--- config.mk ---
export PLATFORM = sky130hd
export DESIGN_NAME = tdm_demux1x8
export DESIGN_NICKNAME = d
export VERILOG_FILES = /design/src/rtl/tdm_demux1x8.sv
export SDC_FILE = /design/constraint.sdc
export NUM_CORES = 1
export LEC_CHECK = 0
export ABC_AREA = 1
export CAP_MARGIN = 20
export CORE_ASPECT_RATIO = 1.75
export CORE_MARGIN = 5
export CORE_UTILIZATION = 35
export DETAILED_ROUTE_END_ITERATION = 10
export PLACE_DENSITY_LB_ADDON = 0.3
export SLEW_MARGIN = 30
export SYNTH_ARGS = -nofsm -noshare
export SYNTH_HDL_FRONTEND = slang
export SYNTH_SLANG_ARGS = --single-unit
--- constraint.sdc ---
create_clock -name clk -period 2.94 [get_ports clk]
set_clock_uncertainty 0.2 [all_clocks]
set_input_delay 0.294 -clock clk [delete_from_list [all_inputs] [get_ports clk]]
set_output_delay 0.294 -clock clk [all_outputs]
set_load 0.01 [all_outputs]
--- src/rtl/tdm_demux1x8.sv ---
// Receive-side 1:8 time-slot demultiplexer: steers a serial sample stream into
// eight slot registers aligned by frame_sync and presents each full frame in parallel.
module tdm_demux1x8 #(
  parameter int W           = 1,
  parameter bit STRICT_SYNC = 1'b1
) (
  input  logic           clk,
  input  logic           rst_n,
  input  logic [W-1:0]   in_data,
  input  logic           in_valid,
  input  logic           frame_sync,
  output logic [8*W-1:0] out,
  output logic           out_valid,
  output logic [2:0]     slot,
  output logic           locked,
  output logic           sync_err
);

  typedef enum logic {HUNT = 1'b0, ACTIVE = 1'b1} state_t;

  state_t         state_q, state_d;
  logic [2:0]     slot_q, slot_d;
  logic [W-1:0]   shadow_q [8];
  logic [W-1:0]   shadow_d [8];
  logic [8*W-1:0] out_q, out_d;
  logic           out_valid_q, out_valid_d;
  logic           sync_err_q, sync_err_d;

  always_ff @(posedge clk or negedge rst_n) begin
    if (!rst_n) begin
      state_q     <= HUNT;
      slot_q      <= 3'd0;
      shadow_q    <= '{default: '0};
      out_q       <= '0;
      out_valid_q <= 1'b0;
      sync_err_q  <= 1'b0;
    end else begin
      state_q     <= state_d;
      slot_q      <= slot_d;
      shadow_q    <= shadow_d;
      out_q       <= out_d;
      out_valid_q <= out_valid_d;
      sync_err_q  <= sync_err_d;
    end
  end

  always_comb begin
    state_d     = state_q;
    slot_d      = slot_q;
    shadow_d    = shadow_q;
    out_d       = out_q;
    out_valid_d = 1'b0;
    sync_err_d  = 1'b0;

    if (in_valid) begin
      unique case (state_q)
        HUNT: begin
          if (frame_sync) begin
            shadow_d[0] = in_data;
            slot_d      = 3'd1;
            state_d     = ACTIVE;
          end
        end
        ACTIVE: begin
          if (frame_sync && (slot_q != 3'd0)) begin
            // Early marker: drop the partial frame and restart it with this sample.
            sync_err_d  = 1'b1;
            shadow_d[0] = in_data;
            slot_d      = 3'd1;
          end else if (!frame_sync && (slot_q == 3'd0) && STRICT_SYNC) begin
            sync_err_d = 1'b1;
            slot_d     = 3'd0;
            state_d    = HUNT;
          end else begin
            shadow_d[slot_q] = in_data;
            if (slot_q == 3'd7) begin
              // Last slot bypasses the shadow so the frame is published on this edge.
              for (int k = 0; k < 7; k++) begin
                out_d[k*W +: W] = shadow_q[k];
              end
              out_d[7*W +: W] = in_data;
              out_valid_d     = 1'b1;
              slot_d          = 3'd0;
            end else begin
              slot_d = slot_q + 3'd1;
            end
          end
        end
        default: state_d = HUNT;
      endcase
    end
  end

  assign out       = out_q;
  assign out_valid = out_valid_q;
  assign slot      = slot_q;
  assign locked    = (state_q == ACTIVE);
  assign sync_err  = sync_err_q;

endmodule

Yosys cells after proc, flatten, opt, wreduce, memory -nomap -nowiden
Index checks and enable logic that the tools add are counted.
Operators by class
  add/sub/neg operators: 1
  $lt $le $gt $ge: 2
  equality and inequality tests: 3
  mux-type cells: 25
  bitwise gates (word level): 4
  reduce and logical (&&, ||, !) cells: 10
Operator list (count)
  1-bit 2-to-1 mux: 15
  3-bit 2-to-1 mux: 4
  8-bit bitwise mux: 1
  8-bit 2-to-1 mux: 1
  3-bit one-hot mux with 2 select lines: 1
  5-bit AND reduction: 1
  4-bit greater-or-equal comparator, second input constant: 1
  4-bit by 1-bit < comparator with 1-bit output, second input constant: 1
  3-bit inverter with 4-bit output: 1
  1-bit one-hot mux with 2 select lines: 2
  4-bit AND reduction: 1
  3-bit by 1-bit adder with 3-bit output, second input constant: 1
  1-bit demux with 3-bit select: 1
  3-bit == test, second input constant: 1
  1-bit logical AND: 3
  3-bit logical NOT: 1
  3-bit inequality test, second input constant: 1
  1-bit inverter: 3
  3-bit AND reduction: 1
  3-bit nonzero test: 1
  2-bit inequality test, second input constant: 1
  2-bit AND reduction: 1
  1-bit logical NOT: 1
Word-level totals
  register bits: 22
  input bits: 5
  output and inout bits: 14
  logic and storage cells: 58

Depth between registers and ports, before layout
  word-level depth: 9
  gate-level depth with buffers: 13

Worst setup path after synthesis
No wires, ideal clock.
  path kind: register to register
  start point: register slot_q[0] (netlist: slot[0])
  end point: register shadow_q[4] in the netlist's numbering
  setup time: 0.123 ns
  data arrival time: 1.727 ns
  required time: 2.617 ns
  slack: 0.890 ns
  cell stages (with the launch flop): 12
  buffers on the path: 1
  cells stage by stage: dfrtp_1 -> inv_1 -> ha_1 -> inv_1 -> nor2_2 -> ha_1 -> inv_1 -> nor2_4 -> buf_6 -> nand4_1 -> nand2_1 -> o21ai_1
Between the ends
  longest elaborated chain between the ends: 6
RTL lines
  start, declared: line 22  | logic [2:0] slot_q, slot_d;
  start signal, assigned: line 39  | slot_q <= slot_d;
  3-bit inverter with 4-bit output (implied by the code): line 75  | shadow_d[slot_q] = in_data;
  4-bit greater-or-equal comparator (implied by the code) / 4-bit by 1-bit < comparator with 1-bit output (equally long branches): line 75
  1-bit logical AND (implied by the code): line 75
  1-bit 2-to-1 mux (implied by the code): line 75
  1-bit demux with 3-bit select: line 75
  8-bit bitwise mux: line 75
  end signal, assigned: line 40  | shadow_q <= shadow_d;
  end, declared: line 23  | logic [W-1:0] shadow_q [8];
Several ways; a longest one is shown, not always the timed one.
A chain may end at the register's enable or synchronous reset.

Final worst setup path
  start point: register slot_q[0] (netlist: slot[0])
  end point: register out_q[5] (netlist: out[5])
Between the ends
  longest elaborated chain between the ends: 4
RTL lines
  3-bit logical NOT / 3-bit nonzero test (equally long branches): line 70, 65
  1-bit logical AND, on equally long branches: line 70, 65
  1-bit inverter (no line)
  5-bit AND reduction (no line) (*)
  end signal, assigned: line 41  | out_q <= out_d;
  end, declared: line 25  | logic [8*W-1:0] out_q, out_d;
Every way passes the cells marked *; elsewhere a longest branch is shown, timed or not.

==> qor.txt <==
CP Max Fanout - 12
post-synthesis sequential area ratio - 51.4%
Seq pwr share - 46.5%
# rows - 26
clock latency on the worst-skew pair - 0.25 ns
dominant cell type by area after synthesis - dfrtp_1
Clock Tree Buf Depth - 2
initial antenna violation count - 0
Fin. Hold Viols - 0
nets@finish - 149
DRT iter0 DRCs - 25
DR vias/cell - 5.17
per-cell routed wire length - 13.3 um
Port Buf Inserts - 18
Die W - 50.9 um
Rel. slew slack - 69.8%
synthesized instance count - 117
Die ar. - 0.00414 mm2
H-Tree Depth - 1
Root Driver - clkbuf_8
Slew @ Worst Pin - 0.453 ns
routed wire length - 2.22 mm
switching portion of total power - 35.2%
router iterations before antenna repair - 4
first-pass GRT wire length - 3.65 mm
clk sinks - 21
DP Area - 0.00122 mm2
crit path DAT - 2.22 ns
clock share of power - 21.6%
crit path time final - 2.27 ns
most common cell after layout, fill and taps aside - nand2_1
P_int - 0.551 mW
routed vias - 858
synth warn - 0
Chip Height - 81.5 um
Slew Viols, Final - 0
Core Area - 0.00286 mm2
dpl hpwl - 1.75 mm
vias in the first global route - 768
Total Power - 0.850 mW
drc violations - 0
Worst-path clk slew - 0.07 ns
largest net degree at the start of global routing - 22
fill count - 307
IO Count - 19
layout cells sized above 1 - 7.97%
leading cell types in the layout, fill and taps excluded - nand2_1 (32), dfrtp_1 (21), clkdlybuf4s50_1 (17)
CP required - 2.88 ns
Setup-failing EPs final - 0
Placed Cells - 161
unrepaired setup endpoints after global routing - no
period utilization - 77.4%
Synth cell types - 17
LEAKAGE - 0.620 nW
Antenna diodes - 0
Setup Total Neg Slack - 0 ns
design area - 0.00127 mm2
net count after synthesis - 127
P per Cell Area - 668 mW/mm2
Syn Std Cell Area - 0.00102 mm2
P_sw - 0.299 mW
Max Cap Viol - 0
dominant cells by area after synthesis - dfrtp_1 (51%), nand2_1 (12%), nand3_1 (6.4%)
Startpoint Class - flop
status - finished, final reports clean
number of synthesized register bits - 21
peak supply drop - 0.276 mV
antenna-violating nets left - 0
Setup Crit Path Kind - flop to flop
share of the synthesized area in the top cell type - 51.4%
Hold Path Class - flop to flop
mean post-synth cell area - 8.74 um2
area grow syn2layout - 24.6%
Comb pwr share - 31.9%
CTS Buf Count - 3
GRT Total Usage - 11.5%
Critical Path Sink Type - flop
CTS tree - built
Non-Filler Instances - 166
gr ovfl total - 0
GP Congestion - 0.878
Initial Utilization - 35.7%
Fmax - 440 MHz
## worst paths after layout
kind | startpoint | end | depth (start not counted) | slack [ns]
worst max-delay path | slot[0] | out[5] | 10 | 0.67
worst min-delay path | out[2] | out[2] | 2 | 0.27
worst max register to register | slot[0] | out[5] | 10 | 0.67
worst min register to register | out[2] | out[2] | 2 | 0.27
max in group asynchronous | rst_n | out[0] | 2 | 1.92
min in group asynchronous | rst_n | shadow_q[2] | 2 | 0.31
## stage by stage
| stage | worst slack [ns] | hold WS [ns] | util (%) |
|---|---|---|---|
| floorplan | 0.890 | -0.202 | - |
| global placement | 0.741 | 0.255 | 42.7 |
| detailed placement | 0.694 | 0.258 | 42.7 |
| CTS | 0.665 | 0.278 | 44.3 |
| global route | 0.419 | 0.307 | 44.5 |
| finish | 0.666 | 0.271 | 44.5 |
## cell families after synthesis
kind of cell | share of synthesized area [%]
flip-flops | 51.4
AO/OA/AOI/OAI | 8.45
buffers and inverters | 6.24
AND/OR/NAND/NOR | 27.8
adder cells (fa/ha/maj) | 6.12
## registers in the layout, summed over array words and instances (netlist names)
| register | count |
|---|---|
| locked | 1 |
| out | 8 |
| out_valid | 1 |
| shadow_q | 7 |
| slot | 3 |
| sync_err | 1 |
## layer usage
layer | GRT usage, % | vias to the layer above | wire (um)
met3 | 1.27 | 6 | 89
met2 | 20.6 | 22 | 1210
li1 | - | 425 | -
met4 | 5.37 | 0 | 62
met5 | 0 | - | 0
met1 | 13.4 | 405 | 857
## cell type report
cell class / instances / area [um2] / area share [%]
Sequential cell: 21 / 526 / 41.3
Multi-Input combinational cell: 81 / 433 / 34.0
Timing Repair Buffer: 19 / 185 / 14.5
Inverter: 13 / 48.8 / 3.83
Clock buffer: 3 / 41.3 / 3.24
Tap cell: 28 / 35.0 / 2.75
Clock inverter: 1 / 5.00 / 0.393
## cell usage after synthesis
cell and instances:
nand2_1 32, dfrtp_1 21, inv_1 13, nand3_1 13, o21ai_0 8, nand4_1 6, ha_1 5, o21ai_1 5
nor2_1 4, nand2_2 2, nor2_4 2, a21oi_1 1, a21oi_4 1, buf_6 1, clkbuf_1 1, nor2_2 1
nor3_1 1
## power by group through the flow
stage | Sequential [mW] | Clock, mW | Combinational (mW)
after global routing | 0.404 | 0.195 | 0.310
after floorplan | 0.398 | 0 | 0.169
after global placement | 0.399 | 0 | 0.267
final | 0.395 | 0.184 | 0.271
after detailed placement | 0.401 | 0 | 0.271
after CTS | 0.395 | 0.188 | 0.274
## worst max-delay path, cell delays in order (launching register included)
cell and delay (ns):
dfrtp_1 0.49, inv_1 0.16, ha_1 0.22, inv_1 0.07
nor2_2 0.05, ha_1 0.30, inv_1 0.07, nor2_4 0.25
nand2_2 0.18, nand2_1 0.09, o21ai_0 0.07
## repair_timing
action | CTS | global route
hold buffers | 0 | 1
setup buffers | 0 | 0
gates resized for setup | 0 | 0
hold endpoints to repair | 0 | 21
Power figures use the tool's default switching activity.
